### config.mk
export PLATFORM = sky130hd
export DESIGN_NAME = pipeline_handshake_delay
export DESIGN_NICKNAME = d
export VERILOG_FILES = /design/src/rtl/pipeline_handshake_delay.sv
export SDC_FILE = /design/constraint.sdc
export NUM_CORES = 1
export LEC_CHECK = 0
export ABC_CLOCK_PERIOD_IN_PS = 2980
export CAP_MARGIN = 10
export CORE_ASPECT_RATIO = 0.75
export CORE_UTILIZATION = 34
export DETAILED_ROUTE_END_ITERATION = 6
export RECOVER_POWER = 25
export SKIP_CTS_REPAIR_TIMING = 1
export SYNTH_ARGS = -nofsm -noshare
export SYNTH_HDL_FRONTEND = slang
export SYNTH_SLANG_ARGS = --single-unit
export TNS_END_PERCENT = 10
### constraint.sdc
create_clock -name clk -period 2.98 [get_ports clk]
set_clock_uncertainty 0.1 [all_clocks]
set_input_delay 0.298 -clock clk [delete_from_list [all_inputs] [get_ports clk]]
set_output_delay 0.298 -clock clk [all_outputs]
set_load 0.01 [all_outputs]
### src/rtl/pipeline_handshake_delay.sv
//==============================================================================
// Module      : pipeline_handshake_delay
// Description : LATENCY-stage valid/ready register pipeline with bubble
//               collapsing, synchronous flush and an occupancy counter.
//               LATENCY=0 builds a combinational pass-through.
//
// Ports       : clk        rising-edge clock
//               rst_n      asynchronous active-low reset
//               flush      synchronous clear of all in-flight beats
//               in_valid   upstream beat present
//               in_data    upstream payload (DW bits)
//               in_ready   beat accepted this cycle
//               out_valid  beat present at final stage
//               out_data   payload of final stage (DW bits)
//               out_ready  downstream accepts beat this cycle
//               occupancy  number of stages holding a valid beat (CW bits)
//
// Revision    : 1.0 - initial release
//==============================================================================
`timescale 1ns/1ps
`default_nettype none

module pipeline_handshake_delay #(
    parameter int LATENCY = 2,
    parameter int DW      = 32,
    parameter int CW      = (LATENCY < 1) ? 1 : $clog2(LATENCY + 1)
) (
    input  logic          clk,
    input  logic          rst_n,
    input  logic          flush,
    input  logic          in_valid,
    input  logic [DW-1:0] in_data,
    output logic          in_ready,
    output logic          out_valid,
    output logic [DW-1:0] out_data,
    input  logic          out_ready,
    output logic [CW-1:0] occupancy
);

    if (LATENCY == 0) begin : g_passthru

        assign out_valid = in_valid && !flush;
        assign out_data  = in_data;
        assign in_ready  = out_ready && !flush;
        assign occupancy = '0;

        // Clock and reset have no state to drive in the pass-through build.
        logic w_unused;
        assign w_unused = &{1'b0, clk, rst_n};

    end else begin : g_pipe

        logic [LATENCY:1] r_v;
        logic [LATENCY:1] w_v_next;
        logic [DW-1:0]    r_d [1:LATENCY];
        logic [LATENCY:1] w_rdy;
        logic [CW-1:0]    r_occ;
        logic [CW-1:0]    w_occ_next;
        logic             w_accept;

        // A stage can take a beat when the downstream sink is ready or when
        // any stage from here to the output is empty (the hole will move up).
        // Written in this flat form instead of the recursive chain so the
        // ready path has no self-referencing vector bits.
        for (genvar gi = 1; gi <= LATENCY; gi++) begin : g_rdy
            assign w_rdy[gi] = out_ready || !(&r_v[LATENCY:gi]);
        end

        assign in_ready = w_rdy[1] && !flush;
        assign w_accept = in_valid && in_ready;

        always_comb begin
            w_v_next   = r_v;
            w_occ_next = '0;
            if (flush) begin
                w_v_next = '0;
            end else begin
                if (w_rdy[1]) begin
                    w_v_next[1] = w_accept;
                end
                for (int i = 2; i <= LATENCY; i++) begin
                    if (w_rdy[i]) begin
                        w_v_next[i] = r_v[i-1];
                    end
                end
            end
            // Count from the next-state bits so occupancy lands on the same
            // edge as the valid bits it describes.
            for (int i = 1; i <= LATENCY; i++) begin
                w_occ_next = w_occ_next + CW'(w_v_next[i]);
            end
        end

        always_ff @(posedge clk or negedge rst_n) begin
            if (!rst_n) begin
                r_v   <= '0;
                r_occ <= '0;
                for (int i = 1; i <= LATENCY; i++) begin
                    r_d[i] <= '0;
                end
            end else begin
                r_v   <= w_v_next;
                r_occ <= w_occ_next;
                // Data registers only move with a real beat; empty slots keep
                // their old contents to avoid needless toggling.
                if (w_accept) begin
                    r_d[1] <= in_data;
                end
                for (int i = 2; i <= LATENCY; i++) begin
                    if (!flush && r_v[i-1] && w_rdy[i]) begin
                        r_d[i] <= r_d[i-1];
                    end
                end
            end
        end

        assign out_valid = r_v[LATENCY];
        assign out_data  = r_d[LATENCY];
        assign occupancy = r_occ;

    end

endmodule

`default_nettype wire

* Word level (Yosys, flattened, before mapping)
Index checks and enable logic that the tools add are counted.
** Storage, ports and cells
- Register bits :: 68
- Output and inout port bits :: 36
** Cells by class
- Add/subtract/negate cells :: 1
- Mux-type cells :: 3
- Reductions and logical operators :: 10
** Operators by type and width (count)
- $logic_and 1x1->1 :: 4
- $logic_not 1->1 :: 3
- $add 1x1->2 :: 1
- $logic_or 1x1->1 :: 2
- $mux 1 :: 2
- $mux 2 :: 1
- $reduce_and 2->1 :: 1

* Depth between registers and ports, before layout
Gate-level depths: netlist of run 1.
- Word-level depth :: 8
- Depth in mapped cells :: 5
- Depth with buffers taken out :: 4

* Least setup slack after synthesis of run 1
OpenSTA, ideal clock, no wires.
- Path type :: register to register
- From :: reg g_pipe.r_v[2] (netlist bit)
- To :: reg g_pipe.r_d[33] (netlist bit)
- Setup time :: 0.125 ns
- Arrival :: 1.513 ns
- Required time :: 2.755 ns
- Slack :: 1.242 ns
- Cell stages (with the launch flop) :: 6
- Buffers on the path :: 2
- Clock period less this slack :: 1.738 ns
- Cells stage by stage :: dfrtp_1 and3b_1 or3b_1 buf_6 buf_12 mux2_4
** On the way
- Cells in the longest elaborated chain, start to end :: 5
** Ends and longest elaborated chain
- from (decl) :: RTL line 53 : logic [LATENCY:1] r_v;
- from (signal assigned) :: RTL line 102 : r_v <= w_v_next;
- $reduce_and 2->1 :: RTL line 66 : assign w_rdy[gi] = out_ready || !(&r_v[LATENCY:gi]);
- $logic_not 1->1 :: RTL line 66
- $logic_or 1x1->1 :: RTL line 66
- $logic_and 1x1->1 :: RTL line 69 : assign in_ready = w_rdy[1] && !flush;
- $logic_and 1x1->1 :: RTL line 70 : assign w_accept = in_valid && in_ready;
- to (signal, indexed assignment) :: RTL line 111 : r_d[i] <= r_d[i-1];
- to (decl) :: RTL line 55 : logic [DW-1:0] r_d [1:LATENCY];
No other way between the ends.
A chain may end at the register's enable or synchronous reset.

* Worst setup path after layout of run 1
- From :: in out_ready
- To :: reg g_pipe.r_d[44] (netlist bit)
** On the way
- Cells in the longest elaborated chain, start to end :: 3
** Ends and longest elaborated chain
- from (decl) :: RTL line 36 : input logic out_ready,
- $logic_or 1x1->1 :: RTL line 66
- $logic_and 1x1->1 :: RTL line 69
- $logic_and 1x1->1 :: RTL line 70
No other way between the ends.

==> results of run 1 <==
## cells by family after synthesis
kind of cell / Yosys count / synth area share
fa+ha+maj: 1 / 0.00427
flops: 68 / 0.581
mux: 64 / 0.284
buf+inv: 40 / 0.113
simple gates: 9 / 0.0175
## final cells by class
class	count	area, sq um
sequential	68	1700
clock buffer	12	267
timing repair buffer	73	723
tap	105	131
fill	749	4400
multi-input combinational	74	897
clock inverter	2	10.0
## metal layers
layer | part of all wire | wire length (microns) | global-route usage
met5 | 0 | 0 | 0
met4 | 0.015 | 74 | 0.0680
met3 | 0.085 | 415 | 0.0581
met2 | 0.42 | 2060 | 0.180
met1 | 0.48 | 2350 | 0.158
## per-stage QoR
stage / utilization / cells
2_1_floorplan: - / 182
3_3_place_gp: 0.425 / 320
3_5_place_dp: 0.425 / 320
4_1_cts: 0.459 / 334
5_1_grt: 0.459 / 334
6_report: 0.459 / 334
## cell usage in the layout, fill, tap and decap left out
| master | instances |
|---|---|
| sky130_fd_sc_hd__nor2b_1 | 1 |
| sky130_fd_sc_hd__clkbuf_16 | 9 |
| sky130_fd_sc_hd__clkbuf_8 | 3 |
| sky130_fd_sc_hd__dfrtp_1 | 68 |
| sky130_fd_sc_hd__clkinv_2 | 2 |
| sky130_fd_sc_hd__mux2_1 | 2 |
| sky130_fd_sc_hd__or3b_2 | 2 |
| sky130_fd_sc_hd__clkbuf_2 | 1 |
| sky130_fd_sc_hd__mux2_2 | 32 |
| sky130_fd_sc_hd__ha_1 | 1 |
| sky130_fd_sc_hd__nor2_1 | 5 |
| sky130_fd_sc_hd__and3b_1 | 1 |
| sky130_fd_sc_hd__clkdlybuf4s50_1 | 71 |
| sky130_fd_sc_hd__buf_4 | 1 |
| sky130_fd_sc_hd__mux2_4 | 30 |
## cell usage after synthesis
| cell type | count |
|---|---|
| sky130_fd_sc_hd__mux2_2 | 32 |
| sky130_fd_sc_hd__dfrtp_1 | 68 |
| sky130_fd_sc_hd__mux2_1 | 2 |
| sky130_fd_sc_hd__or3b_1 | 2 |
| sky130_fd_sc_hd__buf_6 | 1 |
| sky130_fd_sc_hd__and3b_1 | 1 |
| sky130_fd_sc_hd__buf_12 | 3 |
| sky130_fd_sc_hd__buf_4 | 32 |
| sky130_fd_sc_hd__ha_1 | 1 |
| sky130_fd_sc_hd__nor2_1 | 5 |
| sky130_fd_sc_hd__clkbuf_1 | 1 |
| sky130_fd_sc_hd__nor2b_1 | 1 |
| sky130_fd_sc_hd__buf_2 | 3 |
| sky130_fd_sc_hd__mux2_4 | 30 |
## power groups by stage
stage | combinational, mW | sequential (mW) | clock, mW
2_1_floorplan | 0.509 | 1.21 | 0
4_1_cts | 0.678 | 1.24 | 1.01
5_1_grt | 0.719 | 1.26 | 1.03
6_report | 0.667 | 1.23 | 0.968
3_5_place_dp | 0.675 | 1.25 | 0
3_3_place_gp | 0.662 | 1.25 | 0
## how the worst min path moves through the flow
stage / start / endpoint / slack [ns] / cells past startpoint
2_1_floorplan: rst_n / g_pipe.r_d[32] / -0.1 / 0
3_3_place_gp: rst_n / out_data[12] / 0.36 / 1
3_5_place_dp: rst_n / g_pipe.r_d[46] / 0.37 / 1
4_1_cts: rst_n / g_pipe.r_d[46] / 0.02 / 1
5_1_grt: g_pipe.r_d[63] / out_data[31] / 0.40 / 1
6_report: rst_n / out_data[11] / 0.31 / 1
## registers in the layout, indices dropped and copies added, names as in the netlist
register and count:
g_pipe.r_d 32, occupancy 2, g_pipe.r_v 2, out_data 32
==> results_tabular.tex, run 1 <==
\begin{tabular}{lr}
\hline
Metric & Value \\
\hline
\multicolumn{2}{l}{\textbf{Run status}} \\
Result of the run & finished, violations left \\
Violations in the final reports & max-capacitance violations, max-slew violations \\
\multicolumn{2}{l}{\textbf{Routing}} \\
Routed WL per cell & $\sim$15 microns \\
Detail Route Antenna Nets & 0 \\
Iteration-0 DRC count of the detailed router & 47 \\
Total number of vias & roughly 1400 \\
Routed via count divided by cell count & 4.30 \\
DRT Pass-1 Iters & 2 \\
DRC violations left & 0 \\
Final wirelength & about 5000 microns \\
\multicolumn{2}{l}{\textbf{Placed design}} \\
Final RePlAce weighted congestion & approximately 0.67 \\
\# port buffers & 72 \\
DP Wirelength & 3030 microns \\
Setup WS pre-CTS & 0.616 ns \\
Instance area after placement & 3460 sq um \\
\multicolumn{2}{l}{\textbf{Yosys}} \\
Post-synthesis register bit count & 68 \\
Synth area leader & sky130\_fd\_sc\_hd\_\_dfrtp\_1 \\
Dominant cells by area after synthesis & sky130\_fd\_sc\_hd\_\_dfrtp\_1 58\%, sky130\_fd\_sc\_hd\_\_mux2\_4 15\%, sky130\_fd\_sc\_hd\_\_mux2\_2 12\% \\
Syn avg cell area & around 16 sq um \\
Number of nets in the synthesized netlist & 220 \\
Number of unique standard cell types used by synthesis & 14 \\
YS warnings & 0 \\
Post-synthesis instance total & $\sim$180 \\
Portion of the post-synthesis area used by sequential elements & 0.581 \\
Post-synthesis cell area & a little under 3000 sq um \\
Yosys top cell area share & 0.581 \\
\multicolumn{2}{l}{\textbf{CTS}} \\
TritonCTS Buffers & 9 \\
Clock tree from TritonCTS & built \\
Root Buffer Master & sky130\_fd\_sc\_hd\_\_clkbuf\_16 \\
Number of clock sinks seen by CTS & approximately 70 \\
Source-to-sink clock delay at the later pin of the worst-skew pair & 0.32 ns \\
Number of H-tree levels & 3 \\
Clk slew on worst S/H paths & 0.05 ns \\
Buffers from clock root to sink, at most & 2 \\
\multicolumn{2}{l}{\textbf{STA}} \\
Hold WS & between 0.3 and 0.4 ns \\
Final-report setup violation count & 0 \\
Time the final worst path needs with I/O delays and setup & 2.03 ns \\
Post-route setup slack & around 0.95 ns \\
Final cycle utilization of the critical path & 0.680 \\
Least-Margin Pin Slew & around 1.7 ns \\
RSZ-0062 raised after global routing & no \\
Final hold violations & 0 \\
Max-slew violation total from the final report & between 60 and 70 \\
Max-Slew Margin vs Limit & -0.110 \\
Fmax & around 500 MHz \\
Setup\_tns & 0 ns \\
\multicolumn{2}{l}{\textbf{Critical path}} \\
End point of the critical path & g\_pipe.r\_d[44] \\
Maximum fanout count along the critical path & 32 \\
Critical path class & in2reg \\
Cells along the critical path & clkdlybuf4s50\_1 -> and3b\_1 -> or3b\_2 -> buf\_4 -> mux2\_4 \\
Number of logic stages on the critical path including buffering & 5 \\
Worst Path Buf+Inv & 2 \\
Dominant delay contributor by cell family on the critical path & buffers and inverters \\
CP Data Required Time & roughly 3.1 ns \\
Worst R2R Path Depth & 3 \\
Worst path slowest cell & sky130\_fd\_sc\_hd\_\_clkdlybuf4s50\_1 \\
Maximum cell stage delay along the critical path & roughly 0.48 ns \\
Flop-to-flop setup slack & 0.98 ns \\
CP arrival & between 2 and 2.5 ns \\
Kind of launch point of the worst setup path & input pin \\
Endpoint class of the critical path & flip-flop \\
Launching point of the worst reg2reg path & g\_pipe.r\_v[2] \\
RR Endpoint & out\_data[31] \\
Crit. Startpoint & out\_ready \\
\multicolumn{2}{l}{\textbf{Floorplanning}} \\
I/O pins & between 70 and 80 \\
Die width & 109 microns \\
Initial core utilization & 0.360 \\
Std-Cell Core Area & about 8100 sq um \\
Die area & 8990 sq um \\
Number of cell rows & 28 \\
Die Height & approximately 80 microns \\
\multicolumn{2}{l}{\textbf{Pwr}} \\
Internal power component & 2.20 mW \\
Sw Ratio & 0.233 \\
Overall power consumption & 2.87 mW \\
Max IR drop VDD & 0.000311 V \\
Share of total power in combinational logic & 0.233 \\
Share of power burned in the clock network & 0.338 \\
Net switching power & 669 uW \\
Fraction of power consumed by sequential logic & 0.430 \\
Static leakage power & between 1.5 and 2 nW \\
Power per cell area & between 700 and 800 nW/um\^{}2 \\
\multicolumn{2}{l}{\textbf{Global routing}} \\
Global router's overall resource usage & 0.126 \\
Total congestion overflow after global routing & 0 \\
Initial antenna violation count & 0 \\
Via count of the first global-routing pass & 1613 \\
Maximum number of pins on one net before global-route repair & 69 \\
Global-route wire length before repair & 8100 microns \\
\multicolumn{2}{l}{\textbf{Job}} \\
Reported max-cap violation count & 1 \\
\multicolumn{2}{l}{\textbf{Finish}} \\
Layout cell share with drive strength beyond 1 & 0.349 \\
Final net count & approximately 260 \\
Post-synthesis to final-layout area growth & 27.3\% \\
Post-route cell area & roughly 3700 sq um \\
Ant diodes & 0 \\
\multicolumn{2}{l}{\textbf{Worst hold path}} \\
Type of the worst min-delay path & in2async \\
\hline
\end{tabular}
Power figures use the tool's default switching activity.
==> inputs of run 2 (changes only) <==
--- a/config.mk
+++ b/config.mk
@@ -5,7 +5,7 @@
 export SDC_FILE = /design/constraint.sdc
 export NUM_CORES = 1
 export LEC_CHECK = 0
-export ABC_CLOCK_PERIOD_IN_PS = 2980
+export ABC_CLOCK_PERIOD_IN_PS = 1950
 export CAP_MARGIN = 10
 export CORE_ASPECT_RATIO = 0.75
 export CORE_UTILIZATION = 34
==> constraint.sdc (replaced) <==
create_clock -name clk -period 1.95 [get_ports clk]
set_clock_uncertainty 0.1 [all_clocks]
set_input_delay 0.195 -clock clk [delete_from_list [all_inputs] [get_ports clk]]
set_output_delay 0.195 -clock clk [all_outputs]
set_load 0.01 [all_outputs]
==> results_tabular.tex, run 2 (synthesized netlist as in run 1, its figures left out) <==
\begin{tabular}{lr}
\hline
Metric & Value \\
\hline
\multicolumn{2}{l}{\textbf{Run status}} \\
Result of the run & completed \\
\multicolumn{2}{l}{\textbf{STA}} \\
Hold WS & $\sim$0.34 ns \\
Final cycle utilization of the critical path & 0.937 \\
Final-report setup violation count & 0 \\
Max-slew violation total from the final report & 0 \\
Post-route setup slack & between 0.1 and 0.15 ns \\
Time the final worst path needs with I/O delays and setup & between 1.5 and 2 ns \\
RSZ-0062 raised after global routing & no \\
Fmax & $\sim$550 MHz \\
Least-Margin Pin Slew & approximately 0.67 ns \\
Max-Slew Margin vs Limit & 0.555 \\
Final hold violations & 0 \\
\multicolumn{2}{l}{\textbf{CTS}} \\
Buffers from clock root to sink, at most & 2 \\
Number of clock sinks seen by CTS & between 60 and 70 \\
Source-to-sink clock delay at the later pin of the worst-skew pair & 0.33 ns \\
TritonCTS Buffers & 9 \\
Clock tree from TritonCTS & built \\
Number of H-tree levels & 3 \\
Root Buffer Master & sky130\_fd\_sc\_hd\_\_clkbuf\_16 \\
Clk slew on worst S/H paths & approximately 0.05 ns \\
\multicolumn{2}{l}{\textbf{Pwr}} \\
Power per cell area & $\sim$1200 nW/um\^{}2 \\
Static leakage power & $\sim$1.7 nW \\
Max IR drop VDD & approximately 0.00048 V \\
\multicolumn{2}{l}{\textbf{Placed design}} \\
Final RePlAce weighted congestion & 0.790 \\
Placed Instances & about 330 \\
\# port buffers & between 70 and 80 \\
Setup WS pre-CTS & -0.153 ns \\
DP Wirelength & about 3200 microns \\
\multicolumn{2}{l}{\textbf{Global routing}} \\
Total congestion overflow after global routing & 0 \\
Global router's overall resource usage & 0.127 \\
Layer carrying the most global-route usage & met2 \\
GR Layer Usage met2 & 0.172 \\
Initial antenna violation count & 0 \\
Global-route wire length before repair & between 8000 and 9000 microns \\
Maximum number of pins on one net before global-route repair & between 40 and 50 \\
Fraction of met1 tracks used by global routing & 0.169 \\
Met3 GRT Util & 0.0612 \\
Via count of the first global-routing pass & approximately 1600 \\
\multicolumn{2}{l}{\textbf{Finish}} \\
Sequential Area & 1700 sq um \\
Commonest non-fill, non-tap cell in the layout & sky130\_fd\_sc\_hd\_\_clkdlybuf4s50\_1 \\
Most frequent cells in the layout & 70 x sky130\_fd\_sc\_hd\_\_clkdlybuf4s50\_1, 68 x sky130\_fd\_sc\_hd\_\_dfrtp\_1, 32 x sky130\_fd\_sc\_hd\_\_mux2\_2, 30 x sky130\_fd\_sc\_hd\_\_mux2\_4, 9 x sky130\_fd\_sc\_hd\_\_clkbuf\_16 \\
Final net count & 270 \\
Layout fillers & around 730 \\
Area of the multi-input gates & about 900 sq um \\
Layout cell share with drive strength beyond 1 & 0.352 \\
Number of standard cells in the layout, taps in and fillers out & between 300 and 400 \\
Post-synthesis to final-layout area growth & 30.6\% \\
Ant diodes & 0 \\
\multicolumn{2}{l}{\textbf{Routing}} \\
Routed via count divided by cell count & approximately 4.4 \\
DRC violations left & 0 \\
Final wirelength & approximately 5000 microns \\
Iteration-0 DRC count of the detailed router & 24 \\
Routed WL per cell & $\sim$15 microns \\
DRT Pass-1 Iters & 2 \\
Detail Route Antenna Nets & 0 \\
Total number of vias & approximately 1500 \\
\multicolumn{2}{l}{\textbf{Floorplanning}} \\
Die width & 109 microns \\
Initial core utilization & 0.360 \\
Die area & 8990 sq um \\
Number of cell rows & 28 \\
Std-Cell Core Area & slightly above 8000 sq um \\
I/O pins & 73 \\
Die Height & just over 80 microns \\
\multicolumn{2}{l}{\textbf{Critical path}} \\
Kind of launch point of the worst setup path & flip-flop \\
Maximum cell stage delay along the critical path & 0.52 ns \\
CP Data Required Time & 2.05 ns \\
Critical path class & reg2reg \\
Maximum fanout count along the critical path & 16 \\
CP arrival & approximately 1.9 ns \\
Endpoint class of the critical path & flip-flop \\
Cells along the critical path & and3b\_1 -> or3b\_2 -> buf\_12 -> mux2\_4 \\
Worst path slowest cell & sky130\_fd\_sc\_hd\_\_or3b\_2 \\
\multicolumn{2}{l}{\textbf{Worst hold path}} \\
Type of the worst min-delay path & in2async \\
\multicolumn{2}{l}{\textbf{Job}} \\
Reported max-cap violation count & 0 \\
\hline
\end{tabular}
-- run 2: through the flow --
stage / area, sq um / utilization / total power [mW] / TNS, ns
final: 3830 / 0.471 / 4.48 / 0
after global routing: 3830 / 0.471 / 4.72 / 0
after CTS: 3830 / 0.471 / 4.56 / -0.0493
after detailed placement: 3540 / 0.436 / 2.95 / -4.61
after global placement: 3540 / 0.436 / 2.93 / -4.28
after floorplan: 2930 / - / 2.63 / 0
-- run 2: path summary, 6_finish.rpt --
kind	from	end	cells after the start	slack [ns]
setup / recovery	g_pipe.r_v[1]	g_pipe.r_d[35]	4	0.12
max in group asynchronous	rst_n	out_data[23]	3	0.34
min in group clk	in_data[22]	g_pipe.r_d[54]	2	0.38
setup reg to reg	g_pipe.r_v[1]	g_pipe.r_d[35]	4	0.12
hold reg to reg	g_pipe.r_d[32]	out_data[0]	1	0.38
hold / removal	rst_n	out_data[12]	2	0.34
-- run 2: per-layer routing --
metal | up-vias | part of all wire
met3 | 11 | 0.090
met1 | 734 | 0.49
li1 | 687 | -
met2 | 56 | 0.40
met5 | - | 0
met4 | 0 | 0.019
-- run 2: final cells by class --
type | count | share of cell area
clock buffers | 13 | 0.0654
multi-input cells | 74 | 0.234
well taps | 105 | 0.0343
flip-flops and latches | 68 | 0.445
repair buffers | 79 | 0.212
clock inverters | 2 | 0.00916
-- run 2: worst max-delay path, delay by kind of cell (launching register included) --
family / cells / cell delay [ns]
AND/OR/NAND/NOR: 2 / 0.71
flip-flops: 1 / 0.38
buffers and inverters: 1 / 0.20
multiplexers: 1 / 0.30
-- run 2: power by group --
group	switching [mW]	total [mW]	internal (mW)	leakage [nW]
clock network	0.559	1.57	1.02	0.140
logic	0.324	1.03	0.706	0.788
registers	0.159	1.88	1.72	0.810
==> inputs of run 3 (changes only) <==
==> constraint.sdc (replaced) <==
create_clock -name clk -period 1.95 [get_ports clk]
set_clock_uncertainty 0.1 [all_clocks]
set_input_delay 0.195 -clock clk [delete_from_list [all_inputs] [get_ports clk]]
set_output_delay 0.195 -clock clk [all_outputs]
set_load 0.005 [all_outputs]
==> results of run 3 <==
Same layout as run 2 (identical final DEF). Status: completed.
Among the figures that moved: total power 4.48 mW -> 4.40 mW; worst IR drop on VDD 0.000476 V -> 0.000475 V
